File: config.mk
export PLATFORM = sky130hd
export DESIGN_NAME = alu_seq
export DESIGN_NICKNAME = d
export VERILOG_FILES = /design/src/rtl/alu_pkg.sv /design/src/rtl/alu_addsub.sv /design/src/rtl/alu_seq.sv
export SDC_FILE = /design/constraint.sdc
export NUM_CORES = 1
export LEC_CHECK = 0
export CORE_ASPECT_RATIO = 0.9
export CORE_MARGIN = 10
export CORE_UTILIZATION = 25
export CTS_CLUSTER_SIZE = 10
export DETAILED_ROUTE_END_ITERATION = 10
export DONT_BUFFER_PORTS = 1
export MAX_ROUTING_LAYER = met4
export SYNTH_ARGS = -nofsm -noshare
export SYNTH_HDL_FRONTEND = slang
export SYNTH_HIERARCHICAL = 1
export SYNTH_SLANG_ARGS = --single-unit
export TNS_END_PERCENT = 50
File: constraint.sdc
create_clock -name clk -period 7.3 [get_ports clk]
set_clock_uncertainty 0.05 [all_clocks]
set_input_delay 2.19 -clock clk [delete_from_list [all_inputs] [get_ports clk]]
set_output_delay 2.19 -clock clk [all_outputs]
set_load 0.005 [all_outputs]
File: src/rtl/alu_pkg.sv
// Shared ALU definitions: opcode encoding, flag bit positions and sequencer states.
// The control unit imports the same opcode and flag constants.
package alu_pkg;

  typedef enum logic [3:0] {
    OP_ADD  = 4'h0,
    OP_SLL  = 4'h1,
    OP_SLT  = 4'h2,
    OP_SLTU = 4'h3,
    OP_XOR  = 4'h4,
    OP_SRL  = 4'h5,
    OP_OR   = 4'h6,
    OP_AND  = 4'h7,
    OP_SUB  = 4'h8,
    OP_SRA  = 4'hD
  } alu_op_t;

  localparam int FLAG_N = 3;
  localparam int FLAG_Z = 2;
  localparam int FLAG_C = 1;
  localparam int FLAG_V = 0;

  typedef enum logic [1:0] {
    IDLE  = 2'd0,
    SHIFT = 2'd1,
    DONE  = 2'd2
  } state_t;

  function automatic logic is_shift(alu_op_t op);
    return (op == OP_SLL) || (op == OP_SRL) || (op == OP_SRA);
  endfunction

endpackage

File: src/rtl/alu_addsub.sv
// Combinational adder/subtractor: sum = a + b, or a + ~b + 1 when sub is set.
// Carry-out of the subtract is 1 when no borrow occurs.
module alu_addsub #(
  parameter int XLEN = 32
) (
  input  logic [XLEN-1:0] a,
  input  logic [XLEN-1:0] b,
  input  logic            sub,
  output logic [XLEN-1:0] sum,
  output logic            carry,
  output logic            overflow
);

  logic [XLEN-1:0] b_eff;

  assign b_eff = sub ? ~b : b;
  assign {carry, sum} = {1'b0, a} + {1'b0, b_eff} + {{XLEN{1'b0}}, sub};
  // Signed overflow: both addends share a sign that the sum does not.
  assign overflow = (a[XLEN-1] == b_eff[XLEN-1]) && (sum[XLEN-1] != a[XLEN-1]);

endmodule

File: src/rtl/alu_seq.sv
// Multi-cycle ALU: single-cycle arithmetic/logic, one-bit-per-cycle shifts,
// valid/ready on both sides with a registered result and {N,Z,C,V} flags.
module alu_seq
  import alu_pkg::*;
#(
  parameter int XLEN = 32
) (
  input  logic            clk,
  input  logic            rst,
  input  logic            flush,
  input  logic            in_valid,
  output logic            in_ready,
  input  logic [3:0]      alu_op,
  input  logic [XLEN-1:0] a,
  input  logic [XLEN-1:0] b,
  output logic            out_valid,
  input  logic            out_ready,
  output logic [XLEN-1:0] result,
  output logic [3:0]      flags
);

  localparam int SHW = $clog2(XLEN);

  state_t          state_reg, state_next;
  alu_op_t         shop_reg, shop_next;
  logic [XLEN-1:0] work_reg, work_next;
  logic [SHW-1:0]  cnt_reg, cnt_next;
  logic [XLEN-1:0] result_reg, result_next;
  logic [3:0]      flags_reg, flags_next;

  alu_op_t         op;
  logic [XLEN-1:0] sum;
  logic            carry;
  logic            ovf;
  logic [XLEN-1:0] op_res;
  logic [3:0]      op_flags;
  logic [XLEN-1:0] shifted;

  function automatic logic [3:0] nz_flags(logic [XLEN-1:0] r);
    logic [3:0] f;
    f         = 4'b0000;
    f[FLAG_N] = r[XLEN-1];
    f[FLAG_Z] = (r == '0);
    return f;
  endfunction

  assign op = alu_op_t'(alu_op);

  alu_addsub #(.XLEN(XLEN)) u_addsub (
    .a        (a),
    .b        (b),
    .sub      (op != OP_ADD),
    .sum      (sum),
    .carry    (carry),
    .overflow (ovf)
  );

  // Result of an op that completes straight from IDLE (includes zero-amount shifts).
  always_comb begin
    op_res = '0;
    case (op)
      OP_ADD, OP_SUB: op_res = sum;
      OP_SLT:         op_res = {{(XLEN-1){1'b0}}, sum[XLEN-1] ^ ovf};
      OP_SLTU:        op_res = {{(XLEN-1){1'b0}}, ~carry};
      OP_XOR:         op_res = a ^ b;
      OP_OR:          op_res = a | b;
      OP_AND:         op_res = a & b;
      OP_SLL, OP_SRL, OP_SRA: op_res = a;
      default:        op_res = '0;
    endcase
    op_flags = nz_flags(op_res);
    if (op == OP_ADD || op == OP_SUB) begin
      op_flags[FLAG_C] = carry;
      op_flags[FLAG_V] = ovf;
    end
  end

  always_comb begin
    case (shop_reg)
      OP_SLL:  shifted = {work_reg[XLEN-2:0], 1'b0};
      OP_SRA:  shifted = {work_reg[XLEN-1], work_reg[XLEN-1:1]};
      default: shifted = {1'b0, work_reg[XLEN-1:1]};
    endcase
  end

  always_comb begin
    state_next  = state_reg;
    shop_next   = shop_reg;
    work_next   = work_reg;
    cnt_next    = cnt_reg;
    result_next = result_reg;
    flags_next  = flags_reg;
    if (flush) begin
      state_next = IDLE;
    end else begin
      case (state_reg)
        IDLE: begin
          if (in_valid) begin
            if (is_shift(op) && (b[SHW-1:0] != '0)) begin
              work_next  = a;
              cnt_next   = b[SHW-1:0];
              shop_next  = op;
              state_next = SHIFT;
            end else begin
              result_next = op_res;
              flags_next  = op_flags;
              state_next  = DONE;
            end
          end
        end
        SHIFT: begin
          work_next = shifted;
          cnt_next  = cnt_reg - 1'b1;
          if (cnt_reg == SHW'(1)) begin
            result_next = shifted;
            flags_next  = nz_flags(shifted);
            state_next  = DONE;
          end
        end
        DONE: begin
          if (out_ready) state_next = IDLE;
        end
        default: state_next = IDLE;
      endcase
    end
  end

  always_ff @(posedge clk or posedge rst) begin
    if (rst) begin
      state_reg  <= IDLE;
      shop_reg   <= OP_SLL;
      work_reg   <= '0;
      cnt_reg    <= '0;
      result_reg <= '0;
      flags_reg  <= 4'b0000;
    end else begin
      state_reg  <= state_next;
      shop_reg   <= shop_next;
      work_reg   <= work_next;
      cnt_reg    <= cnt_next;
      result_reg <= result_next;
      flags_reg  <= flags_next;
    end
  end

  assign in_ready  = (state_reg == IDLE);
  assign out_valid = (state_reg == DONE);
  assign result    = result_reg;
  assign flags     = flags_reg;

endmodule
==> summary.md, run 1 <==
| Metric | Value |
|---|---|
| Remaining global-route overflow | `0` |
| Core Util, Final | `0.276` |
| Clock power share | `0.245` |
| YS warnings | `6` |
| Setup crit end kind | `flip-flop` |
| I/O pin cnt | `111` |
| Vias | `7,875` |
| Post-route DRC | `0` |
| Vias in the first global route | `7,422` |
| Core box area | `0.0322 mm^2` |
| Routed WL per cell | `19.8 um` |
| First-pass GRT wire length | `45,100 um` |
| Fraction of registers with async set or reset after synthesis | `1.00` |
| Number of cells on the critical path | `19` |
| WP data arrival | `6.70 ns` |
| Post-layout nets | `1,247` |
| Initial antenna violation count | `0` |
| DRT Pass-1 Iters | `7` |
| Syn Std Cell Area | `0.00822 mm^2` |
| Least-Margin Pin Slew | `1.02 ns` |
| Max cap viols | `0` |
| Final Cycle Share | `0.893` |
| Worst vdd ir | `0.000113 V` |
| Seq pwr share | `0.391` |
| Critical-path cell list | `nor3_1, nand2b_2, buf_4, xor2_1, ha_1, a211oi_2, o211ai_1, a221oi_1, o21ai_1, a31o_2, a211oi_2, o21ai_0, nand2_1, o21ai_0, or4b_2, o211ai_1, or4_1, nor2_1, a221o_1` |
| Post-Synthesis Net Count | `1,292` |
| Area Overhead vs Synth | `8.05%` |
| Fmax | `0.153 GHz` |
| PnR worst setup slack | `0.779 ns` |
| Avg Inst Size Synth | `7.33 um^2` |
| Reg2Reg Depth | `7` |
| Largest net degree at the start of global routing | `98` |
| Dpl cells | `1,481` |
| H-Tree Depth | `3` |
| DRT Wirelength | `29,700 um` |
| Syn Inst Count | `1,121` |
| DP HPWL | `23,600 um` |
| GRT Total Usage | `0.148` |
| Internal power | `0.00104 W` |
| Initial core utilization | `0.255` |
| Worst hold stages | `1` |
| Critical path launch point type | `input port` |
| CTS-repair resized insts | `0` |
| Clk sink count | `78` |
| Design Power | `0.00177 W` |
| Hold buffers post-CTS | `0` |
| Layout cell share with drive strength beyond 1 | `0.0500` |
| Yosys reg bits | `78` |
| Minimum clock period | `6.52 ns` |
| Initial drt markers | `809` |
| Maximum root-to-sink buffer count | `2` |
| Fin. Hold Viols | `0` |
| Switch share | `0.410` |
| Netlist cell types | `68` |
| CP required | `7.47 ns` |
| Post-synth EDFFs | `0` |
| Rows | `62` |
| Synth Flop Type | `dfrtp_1` |
| Power share of the combinational group | `0.364` |
| Setup violations, final | `0` |
| Highest-delay cell along the critical path | `or4b_2` |
| Post-Layout Cell Count | `1,497` |
| Die area | `0.0405 mm^2` |
| I/O Buffers | `0` |
| Hold Path Class | `flip-flop to flip-flop` |
| Max Slew Vio Count | `0` |
| Clk_lat worst skew | `0.34 ns` |
| Delay of the slowest critical-path stage | `0.60 ns` |
| Antenna-violating nets left | `0` |
| Die Ht | `192 um` |
| Placer Congestion | `0.900` |
| Clock buffer count from CTS | `9` |
| RSZ-0062 raised after global routing | `false` |
| CTS tree | `yes` |
| Setup tns final | `0 ns` |
| Setup Crit Path Kind | `input port to flip-flop` |
| CTS root buf | `clkbuf_16` |
| Switch Pwr | `0.000725 W` |
| Fillers | `3,433` |
| Status | `finished, final reports clean` |
| Setup bufs post-CTS | `0` |
| Clk slew on worst S/H paths | `0.06 ns` |
| Slew Limit Headroom | `0.317` |
| Post-Place Setup Slack | `0.471 ns` |
| Die Wd | `211 um` |
| Sequential fraction of the synthesis area | `0.238` |
| Diodes inserted | `0` |
| Via density | `5.26` |
| CP max FO | `80` |
| PD cells | `199 mW/mm^2` |
| Buffers & Inverters on Critical Path | `1` |
| Crit path max-delay family | `compound AO/OA/AOI/OAI gates` |
| Static leakage | `3.89 nW` |
-- cell usage after synthesis (all sizes together) (2+ instances only) --
cell	instances	share of area
a211oi	7	0.0088
a21o	10	0.0091
a21oi	79	0.048
a221o	12	0.015
a221oi	2	0.0021
a22o	2	0.0021
a31oi	3	0.0023
a32oi	9	0.0096
and2	5	0.0038
and3	5	0.0038
buf	9	0.0047
clkbuf	62	0.029
dfrtp	77	0.23
ha	97	0.15
inv	83	0.038
mux2	4	0.0055
nand2	172	0.079
nand2b	21	0.016
nand3	57	0.035
nand3b	11	0.010
nand4	9	0.0068
nor2	57	0.026
nor2b	19	0.014
nor3	16	0.010
nor3b	2	0.0018
nor4	12	0.0091
o2111ai	2	0.0021
o211a	2	0.0024
o211ai	5	0.0058
o21a	4	0.0037
o21ai	155	0.094
o21bai	2	0.0018
o221ai	15	0.016
o22ai	2	0.0023
o31a	2	0.0021
o31ai	8	0.0079
or2	2	0.0015
or3	2	0.0015
or4	3	0.0027
xnor2	19	0.020
xor2	40	0.043
-- cells by family after synthesis --
family                   after synthesis  synth area share
AO/OA/AOI/OAI                        330             0.246
flip-flops                            78             0.238
AND/OR/NAND/NOR                      398             0.227
multiplexers                           4           0.00548
adder cells (fa/ha/maj)               98             0.150
buffers and inverters                154            0.0712
XOR/XNOR                              59            0.0629
-- cell usage in the layout (no fill, tap or decap), types with 18 or more instances in the layout --
master    instances
nand2b_1         20
a21oi_1          79
xnor2_1          19
nand3_1          56
nor2b_1          18
inv_1            82
xor2_1           40
nor2_1           57
ha_1             97
o21ai_0         152
nand2_1         172
dfrtp_1          77
-- path summary, 6_finish.rpt --
| path | start | slack, ns | to |
|---|---|---|---|
| min in group asynchronous | rst | 2.00 | result[28]$_DFFE_PP0P_ |
| worst min-delay path | cnt_reg[4]$_DFFE_PP0P_ | 0.44 | cnt_reg[4]$_DFFE_PP0P_ |
| worst max register to register | state_reg[1]$_DFFE_PP0P_ | 4.66 | flags[2]$_DFFE_PP0P_ |
| worst max-delay path | alu_op[0] | 0.78 | flags[2]$_DFFE_PP0P_ |
| worst min register to register | cnt_reg[4]$_DFFE_PP0P_ | 0.44 | cnt_reg[4]$_DFFE_PP0P_ |
| max in group asynchronous | rst | 4.55 | work_reg[3]$_DFFE_PP0P_ |
-- metal layers --
layer	GRT usage	wire length, um	up-vias
li1	-	-	3829
met1	0.192	13400	3723
met2	0.222	13100	288
met3	0.0402	2660	35
met4	0.0384	582	0
met5	-	0	-
-- through the flow --
step	instance area (um^2)	hold WS [ns]
finish	8880	0.443
global route	8880	0.461
CTS	8880	0.447
detailed placement	8600	0.431
global placement	8600	0.421
floorplan	8220	0.405
-- power groups by stage --
stage	sequential (W)	clock, W	combinational, W
final	0.000691	0.000433	0.000643
after global placement	0.000699	0	0.000625
after detailed placement	0.000700	0	0.000640
after floorplan	0.000647	0	0.000507
after global routing	0.000710	0.000462	0.000737
after CTS	0.000695	0.000440	0.000640
-- cell type report --
type	instances	area [um^2]	area share
multi-input cells	889	5700	0.642
flip-flops and latches	78	1950	0.220
well taps	416	520	0.0586
inverters	83	313	0.0352
clock buffers	9	225	0.0254
repair buffers	15	113	0.0127
clock inverters	7	55.1	0.00620
Note: power is estimated with default switching activity, not from simulation.
==> run 2: changes to the inputs <==
--- a/config.mk
+++ b/config.mk
@@ -7,7 +7,7 @@
 export LEC_CHECK = 0
 export CORE_ASPECT_RATIO = 0.9
 export CORE_MARGIN = 10
-export CORE_UTILIZATION = 25
+export CORE_UTILIZATION = 38
 export CTS_CLUSTER_SIZE = 10
 export DETAILED_ROUTE_END_ITERATION = 10
 export DONT_BUFFER_PORTS = 1
@@ -16,4 +16,4 @@
 export SYNTH_HDL_FRONTEND = slang
 export SYNTH_HIERARCHICAL = 1
 export SYNTH_SLANG_ARGS = --single-unit
-export TNS_END_PERCENT = 50
+export TNS_END_PERCENT = 1
==> summary.md, run 2 (synthesized netlist as in run 1, its figures left out) <==
| Metric | Value |
|---|---|
| Setup Crit Path Kind | `input port to flip-flop` |
| WP data arrival | `6.75 ns` |
| Fin area | `0.00874 mm^2` |
| Power share of the combinational group | `0.353` |
| Final Cycle Share | `0.901` |
| DRT Wirelength | `27,600 um` |
| Fmax | `0.152 GHz` |
| Static leakage | `3.90 nW` |
| Fillers | `2,275` |
| Clk sink count | `78` |
| Routed WL per cell | `20.2 um` |
| DP HPWL | `21,300 um` |
| CP max FO | `80` |
| Rows | `50` |
| Most frequent cells in the layout | `nand2_1, o21ai_0, ha_1` |
| Remaining global-route overflow | `0` |
| CTS tree | `yes` |
| CTS-repair resized insts | `0` |
| Clock buffer count from CTS | `9` |
| Max cap viols | `0` |
| Register area | `0.00195 mm^2` |
| First-pass GRT wire length | `42,000 um` |
| Total placed instance area | `0.00843 mm^2` |
| I/O pin cnt | `111` |
| Core box area | `0.0210 mm^2` |
| DRT Pass-1 Iters | `5` |
| Switch Pwr | `0.000702 W` |
| Vias | `7,858` |
| Least-Margin Pin Slew | `1.02 ns` |
| Antenna-violating nets left | `0` |
| Die Ht | `160 um` |
| Internal power | `0.00111 W` |
| PD cells | `207 mW/mm^2` |
| CP required | `7.48 ns` |
| Setup crit end kind | `flip-flop` |
| Post-route DRC | `0` |
| I/O Buffers | `0` |
| Hold Path Class | `flip-flop to flip-flop` |
| Post-layout nets | `1,246` |
| Slew Limit Headroom | `0.318` |
| Largest net degree at the start of global routing | `98` |
| Setup bufs post-CTS | `0` |
| Commonest non-fill, non-tap cell in the layout | `nand2_1` |
| Placer Congestion | `0.951` |
| Initial drt markers | `836` |
| Maximum root-to-sink buffer count | `2` |
| Worst vdd ir | `0.000112 V` |
| Area of the multi-input gates | `0.00570 mm^2` |
| GRT Total Usage | `0.195` |
| Layout cell share with drive strength beyond 1 | `0.0472` |
| Initial antenna violation count | `0` |
| Initial core utilization | `0.391` |
| RSZ-0062 raised after global routing | `false` |
| Critical path launch point type | `input port` |
| Diodes inserted | `0` |
| Setup tns final | `0 ns` |
| Switch share | `0.388` |
| Hold buffers post-CTS | `0` |
| H-Tree Depth | `3` |
| Die Wd | `175 um` |
| Status | `finished, final reports clean` |
| Area Overhead vs Synth | `6.39%` |
| Clk_lat worst skew | `0.34 ns` |
| Clock power share | `0.266` |
| Via density | `5.75` |
| Clk slew on worst S/H paths | `0.06 ns` |
| Minimum clock period | `6.58 ns` |
| Die area | `0.0279 mm^2` |
| Max Slew Vio Count | `0` |
| Fin. Hold Viols | `0` |
| Seq pwr share | `0.380` |
| CTS root buf | `clkbuf_16` |
| Setup violations, final | `0` |
| Vias in the first global route | `6,986` |
-- run 2: final cells by class --
class                      count  share of cell area
multi-input combinational    889               0.652
sequential                    78               0.223
tap                          286              0.0409
inverter                      83              0.0358
clock buffer                  11              0.0266
timing repair buffer          14              0.0120
clock inverter                 5             0.00930
-- run 2: metal layers --
layer,vias up,share of wire,global-route usage
li1,3828,-,-
met1,3730,0.46,0.273
met2,282,0.44,0.282
met3,18,0.086,0.0426
met4,0,0.011,0.0374
met5,-,0,-
-- run 2: worst paths after layout --
kind / cells past startpoint / slack (ns) / from / end
max: 20 / 0.72 / alu_op[0] / flags[2]$_DFFE_PP0P_
min: 1 / 0.44 / cnt_reg[4]$_DFFE_PP0P_ / cnt_reg[4]$_DFFE_PP0P_
max reg2reg: 7 / 4.60 / state_reg[1]$_DFFE_PP0P_ / flags[2]$_DFFE_PP0P_
min reg2reg: 1 / 0.44 / cnt_reg[4]$_DFFE_PP0P_ / cnt_reg[4]$_DFFE_PP0P_
max in group asynchronous: 2 / 4.54 / rst / cnt_reg[4]$_DFFE_PP0P_
min in group asynchronous: 2 / 1.99 / rst / result[27]$_DFFE_PP0P_
-- run 2: critical path, stage by stage --
cell	delay, ns
nor3_1	0.31
nand2b_2	0.24
buf_4	0.27
xor2_1	0.18
ha_1	0.37
a21oi_1	0.18
o21ai_0	0.09
a21oi_1	0.28
a21oi_1	0.14
o21ai_1	0.20
a21oi_1	0.13
o22ai_2	0.24
mux2_1	0.41
xor2_1	0.16
o21ai_0	0.08
or4b_2	0.60
o211ai_1	0.17
or4_1	0.16
nor2_1	0.04
a221o_1	0.28
-- run 2: power groups by stage --
stage	sequential, W	clock [W]	combinational, W
CTS	0.000688	0.000490	0.000636
global route	0.000705	0.000510	0.000729
floorplan	0.000647	0	0.000507
global placement	0.000694	0	0.000624
detailed placement	0.000694	0	0.000633
finish	0.000688	0.000482	0.000640
-- run 2: per-stage QoR --
stage	utilization	setup slack (ns)	std cells	hold WS, ns	power, W
final	0.416	0.724	1366	0.441	0.00181
after global routing	0.416	0.398	1366	0.478	0.00194
after CTS	0.416	0.797	1366	0.442	0.00182
after detailed placement	0.401	0.451	1350	0.429	0.00133
after global placement	0.401	0.636	1350	0.423	0.00132
after floorplan	-	0.142	1121	0.405	0.00115
